--- src/rtl/modport_device.sv ---
`default_nettype none
// ============================================================================
// Module   : modport_device
// Purpose  : Wishbone B4 classic single-transfer register target. A bank of
//            NUM_REGS registers, each DAT_WIDTH bits, answered with a
//            registered ack/err/rty pulse after WAIT_STATES idle cycles.
//            Out-of-range addresses end in err; writes while lock is high
//            end in rty.
// Ports    : clk_i    - clock (rising edge)
//            rst_ni   - asynchronous active-low reset
//            cyc_i    - bus cycle in progress
//            stb_i    - strobe
//            we_i     - 1 = write, 0 = read
//            adr_i    - word address
//            dat_i    - write data
//            dat_o    - read data (zero outside a read ack)
//            ack_o    - normal termination
//            err_o    - error termination
//            rty_o    - retry termination
//            lock_i   - refuse writes with retry while high
//            regs_o   - flattened register contents, reg k at [k*DAT_WIDTH +: DAT_WIDTH]
// Revision : 1.0 - initial release
// ============================================================================
module modport_device #(
    parameter int DAT_WIDTH   = 8,
    parameter int NUM_REGS    = 4,
    parameter int ADDR_WIDTH  = 4,
    parameter int WAIT_STATES = 0
) (
    input  logic                            clk_i,
    input  logic                            rst_ni,
    input  logic                            cyc_i,
    input  logic                            stb_i,
    input  logic                            we_i,
    input  logic [ADDR_WIDTH-1:0]           adr_i,
    input  logic [DAT_WIDTH-1:0]            dat_i,
    output logic [DAT_WIDTH-1:0]            dat_o,
    output logic                            ack_o,
    output logic                            err_o,
    output logic                            rty_o,
    input  logic                            lock_i,
    output logic [NUM_REGS*DAT_WIDTH-1:0]   regs_o
);

    localparam logic [3:0]  WAIT_LOAD  = 4'(WAIT_STATES);
    localparam logic [31:0] NUM_REGS_W = 32'(NUM_REGS);

    typedef enum logic [1:0] {
        ST_IDLE = 2'd0,
        ST_WAIT = 2'd1,
        ST_RESP = 2'd2
    } state_t;

    state_t                  state_q;
    state_t                  state_d;
    logic                    resp_fire;
    logic [3:0]              cnt_q;
    logic [ADDR_WIDTH-1:0]   adr_q;
    logic                    we_q;
    logic [DAT_WIDTH-1:0]    dat_q;
    logic [DAT_WIDTH-1:0]    regs_q [NUM_REGS];

    logic                    req;
    logic [ADDR_WIDTH-1:0]   sel_adr;
    logic                    sel_we;
    logic [DAT_WIDTH-1:0]    sel_dat;
    logic                    is_err;
    logic                    is_rty;
    logic                    is_ack;
    logic [DAT_WIDTH-1:0]    rd_data;

    assign req = cyc_i && stb_i;

    // With zero wait states the response is registered on the same edge that
    // would capture the request, so the live bus fields are used directly.
    // In every other case the captured copy is authoritative.
    assign sel_adr = (state_q == ST_IDLE) ? adr_i : adr_q;
    assign sel_we  = (state_q == ST_IDLE) ? we_i  : we_q;
    assign sel_dat = (state_q == ST_IDLE) ? dat_i : dat_q;

    assign is_err = (32'(sel_adr) >= NUM_REGS_W);
    assign is_rty = !is_err && sel_we && lock_i;
    assign is_ack = !is_err && !is_rty;

    always_comb begin
        rd_data = '0;
        for (int k = 0; k < NUM_REGS; k++) begin
            if (sel_adr == ADDR_WIDTH'(k)) begin
                rd_data = regs_q[k];
            end
        end
    end

    // ------------------------------------------------------------------
    // State register
    // ------------------------------------------------------------------
    always_ff @(posedge clk_i or negedge rst_ni) begin
        if (!rst_ni) begin
            state_q <= ST_IDLE;
        end else begin
            state_q <= state_d;
        end
    end

    // ------------------------------------------------------------------
    // Next state; resp_fire marks the edge that enters RESP
    // ------------------------------------------------------------------
    always_comb begin
        state_d   = state_q;
        resp_fire = 1'b0;
        case (state_q)
            ST_IDLE: begin
                if (req) begin
                    if (WAIT_STATES == 0) begin
                        state_d   = ST_RESP;
                        resp_fire = 1'b1;
                    end else begin
                        state_d = ST_WAIT;
                    end
                end
            end
            ST_WAIT: begin
                // Dropping cyc_i in any wait cycle, including the last one,
                // abandons the transfer without a response.
                if (!cyc_i) begin
                    state_d = ST_IDLE;
                end else if (cnt_q == 4'd1) begin
                    state_d   = ST_RESP;
                    resp_fire = 1'b1;
                end
            end
            ST_RESP: begin
                state_d = ST_IDLE;
            end
            default: begin
                state_d = ST_IDLE;
            end
        endcase
    end

    // ------------------------------------------------------------------
    // Request capture and wait counter
    // ------------------------------------------------------------------
    always_ff @(posedge clk_i or negedge rst_ni) begin
        if (!rst_ni) begin
            adr_q <= '0;
            we_q  <= 1'b0;
            dat_q <= '0;
            cnt_q <= 4'd0;
        end else begin
            if (state_q == ST_IDLE && req) begin
                adr_q <= adr_i;
                we_q  <= we_i;
                dat_q <= dat_i;
                cnt_q <= WAIT_LOAD;
            end else if (state_q == ST_WAIT) begin
                cnt_q <= cnt_q - 4'd1;
            end
        end
    end

    // ------------------------------------------------------------------
    // Response outputs: single-cycle pulses, dat_o only during a read ack
    // ------------------------------------------------------------------
    always_ff @(posedge clk_i or negedge rst_ni) begin
        if (!rst_ni) begin
            ack_o <= 1'b0;
            err_o <= 1'b0;
            rty_o <= 1'b0;
            dat_o <= '0;
        end else begin
            ack_o <= 1'b0;
            err_o <= 1'b0;
            rty_o <= 1'b0;
            dat_o <= '0;
            if (resp_fire) begin
                ack_o <= is_ack;
                err_o <= is_err;
                rty_o <= is_rty;
                if (is_ack && !sel_we) begin
                    dat_o <= rd_data;
                end
            end
        end
    end

    // ------------------------------------------------------------------
    // Register bank: a write commits on the edge that raises ack_o
    // ------------------------------------------------------------------
    always_ff @(posedge clk_i or negedge rst_ni) begin
        if (!rst_ni) begin
            for (int k = 0; k < NUM_REGS; k++) begin
                regs_q[k] <= '0;
            end
        end else if (resp_fire && is_ack && sel_we) begin
            for (int k = 0; k < NUM_REGS; k++) begin
                if (sel_adr == ADDR_WIDTH'(k)) begin
                    regs_q[k] <= sel_dat;
                end
            end
        end
    end

    generate
        for (genvar g = 0; g < NUM_REGS; g++) begin : g_regs_out
            assign regs_o[g*DAT_WIDTH +: DAT_WIDTH] = regs_q[g];
        end
    endgenerate

endmodule
`default_nettype wire

--- config.mk ---
export PLATFORM = sky130hd
export DESIGN_NAME = modport_device
export DESIGN_NICKNAME = d
export VERILOG_FILES = /design/src/rtl/modport_device.sv
export SDC_FILE = /design/constraint.sdc
export NUM_CORES = 1
export LEC_CHECK = 0
export ABC_AREA = 1
export CORE_UTILIZATION = 45
export CTS_BUF_LIST = sky130_fd_sc_hd__clkbuf_16
export DETAILED_ROUTE_END_ITERATION = 6
export PLACE_DENSITY_LB_ADDON = 0.15
export SETUP_SLACK_MARGIN = 0.15
export SLEW_MARGIN = 10
export SYNTH_ARGS = -nofsm -noshare
export SYNTH_HDL_FRONTEND = slang
export SYNTH_SLANG_ARGS = --single-unit
--- constraint.sdc ---
create_clock -name clk_i -period 1.4 [get_ports clk_i]
set_input_delay 0.28 -clock clk_i [delete_from_list [all_inputs] [get_ports clk_i]]
set_output_delay 0.28 -clock clk_i [all_outputs]
set_load 0.03 [all_outputs]
==> impl_metrics.ini <==
[status]
status = finished with violations
violations = setup timing

[global_routing]
grt_overflow = 0
groute.usage.overall = 0.233
grt_max_degree = 58
grt_pass1_wl_mm = 11.3
grt_pass1_vias = 2361
antenna_found_initial = 0

[detailed_routing]
drc = 0
routed_wl_mm = 8.34
vias_per_cell = 5.26
ant_nets = 0
post_drt_wl_per_cell_um = 15.8
firstDrtPassIters = 4
route.vias.total = 2784
drt_iter0_drc = 196

[finish]
drive_gt1_frac = 0.403
n_antenna_cell = 0
layout.cells.non_filler = 529
fin_util = 0.722
fin_nets = 467
fin_area_um2 = 4300
fill_cells = 438
syn2layout_area_growth_pct = 54.0

[synth]
synth.area.top_cells = dfrtp_1 (51%), nand2_1 (14%), o21ai_1 (5.0%), o21ai_0 (4.1%), nand3b_1 (3.8%)
synth_cells = 336
avgSynthCellArea_um2 = 8.31
ys_seq_elements = 57
yosys.area.top_type = dfrtp_1
synth.most_common_cell = nand2_1
synth_area_um2 = 2790
synth_top_area_share = 0.511
ys_warn_count = 0
synth_flop_cell = dfrtp_1
synth.distinct_cells = 21
synth_common_cells = nand2_1 (107), dfrtp_1 (57), nor2_1 (28), o21ai_1 (28), inv_1 (24)
synth_seq_area_share = 0.511
async_reset_ff_frac = 1.00
synth_nets = 354
synth-edff-count = 0

[pwr]
power.switching_mw = 1.27
leakagePower_nw = 2.23
powerDensity_nw_per_um2 = 1050
p_seq_frac = 0.400
pwr-share-clk = 0.416
p_int_mw = 3.25
pwr-share-comb = 0.184
peakVddDrop_mv = 0.815
switching_share = 0.281
power_mw = 4.53

[die]
die_x_um = 80.8
io_pins = 61
dieArea_um2 = 6520
core_area_um2 = 5960
dieHeight_um = 80.8
rows = 28
initial_core_util = 0.469

[hold_path]
hold_class = input pin to asynchronous set/reset pin

[sta]
worst_slack_ps = -173
maxSlewHeadroom = 0.790
tightest_slew_ps = 315
whs_ps = 471
post-route-period-util = 1.12
rsz0062_at_grt = yes
min_period_ps = 1570
fmax_mhz = 636
maxSlewViolCount = 0
fin_worst_skew_ps = 7.56
hold_viol_final = 0
setup_viol = 40
tns_ps = -5370

[worst_setup_path]
crit_type = flip-flop to flip-flop
reg2reg_slack_ps = -170
critPathCaptureType = flip-flop
r2r-start = state_q[1]
reg2reg_depth = 7
regToRegEndpoint = regs_o[11]
worstPathArrival_ps = 1780
crit_start = state_q[1]
startpoint_type = flip-flop
crit_required_ps = 1610
crit_fanout = 9

[placement]
io_buffers = 60
placedCellCount = 493
dpl.hpwl_mm = 4.73
gp_congestion = 0.800
postPlaceCellArea_um2 = 3740
pre_cts_ws_ps = -350

[cts]
numCtsBuffers = 9
htreeDepth = 3
cts_buffer_depth = 2
clkSinkCount = 57
tritoncts = yes
root_buffer = clkbuf_16
worstSkewPairLatency_ps = 330
clkTransAtPathRegs_ps = 50

[flow_run]
cap_viol_max_count = 0
==> layout by cell type (no fill, tap or decap), types with 12 or more instances in the layout <==
cell type	netlist	routed
nand2_1	107	98
dfrtp_1	57	56
buf_2	2	41
buf_4	2	30
inv_1	24	26
o21ai_1	28	22
o21ai_2	2	16
nor2_1	28	14
nand3b_1	14	14
clkdlybuf4s50_1	0	14
nand2_2	9	13
clkbuf_16	0	13
nor2_2	0	12
o21ai_0	23	12
==> layout make-up <==
| class | count | area, um^2 | area share |
|---|---|---|---|
| tap | 75 | 93.8 | 0.0218 |
| inverter | 26 | 103 | 0.0239 |
| clock inverter | 7 | 30.0 | 0.00698 |
| multi-input combinational | 242 | 1420 | 0.329 |
| sequential | 57 | 1430 | 0.332 |
| clock buffer | 9 | 225 | 0.0524 |
| timing repair buffer | 113 | 1010 | 0.234 |
==> worst max-delay path: stages, from the launching register on <==
cell       delay (ps)
dfrtp_2           450
buf_6             150
o21ai_4           170
nand4_4           140
buf_12            170
clkbuf_16         160
o21ai_1           130
nand2_1            80
==> state kept, by name, summed over array words and instances (netlist names) <==
register	cells
ack_o	1
adr_q	4
dat_o	8
dat_q	8
err_o	1
regs_o	32
rty_o	1
state_q	1
we_q	1
==> cells by family (layout without fill, tap and decap cells) <==
| family | after synthesis | in the layout | share of synthesized area |
|---|---|---|---|
| simple gates | 187 | 187 | 0.317 |
| buf+inv | 37 | 155 | 0.0668 |
| flops | 57 | 57 | 0.511 |
| compound gates | 55 | 55 | 0.105 |
==> power groups by stage <==
stage / Clock (mW) / Combinational, mW / Sequential, mW
3_3_place_gp: 0 / 0.703 / 1.83
4_1_cts: 1.87 / 0.736 / 1.81
3_5_place_dp: 0 / 0.716 / 1.83
6_report: 1.88 / 0.832 / 1.81
5_1_grt: 2.00 / 0.900 / 1.82
2_1_floorplan: 0 / 0.305 / 1.89
==> how the worst max path moves through the flow <==
stage	end	slack, ps	depth (start not counted)
after floorplan	regs_o[17]	-40	7
after global placement	dat_o[7]	-330	9
after detailed placement	regs_o[30]	-350	9
after CTS	regs_o[5]	-150	7
after global routing	regs_o[18]	-230	7
final	regs_o[11]	-170	7
==> timing repair <==
| item | 4_1_cts | 5_1_grt |
|---|---|---|
| hold buffers | 1 | 0 |
| setup endpoints to repair | 93 | 61 |
| endpoints found under the hold margin | 57 | 0 |
| pin swaps | 17 | 45 |
| gates cloned | 0 | 5 |
| gates resized for setup | 222 | 73 |
| setup buffers | 5 | 9 |
==> per-layer routing <==
metal  GRT usage  wire length (um)
met5           0                 0
met4      0.0929               241
met3      0.0427               535
met2       0.373              4130
met1       0.313              3440
(Power assumes the default switching activity.)
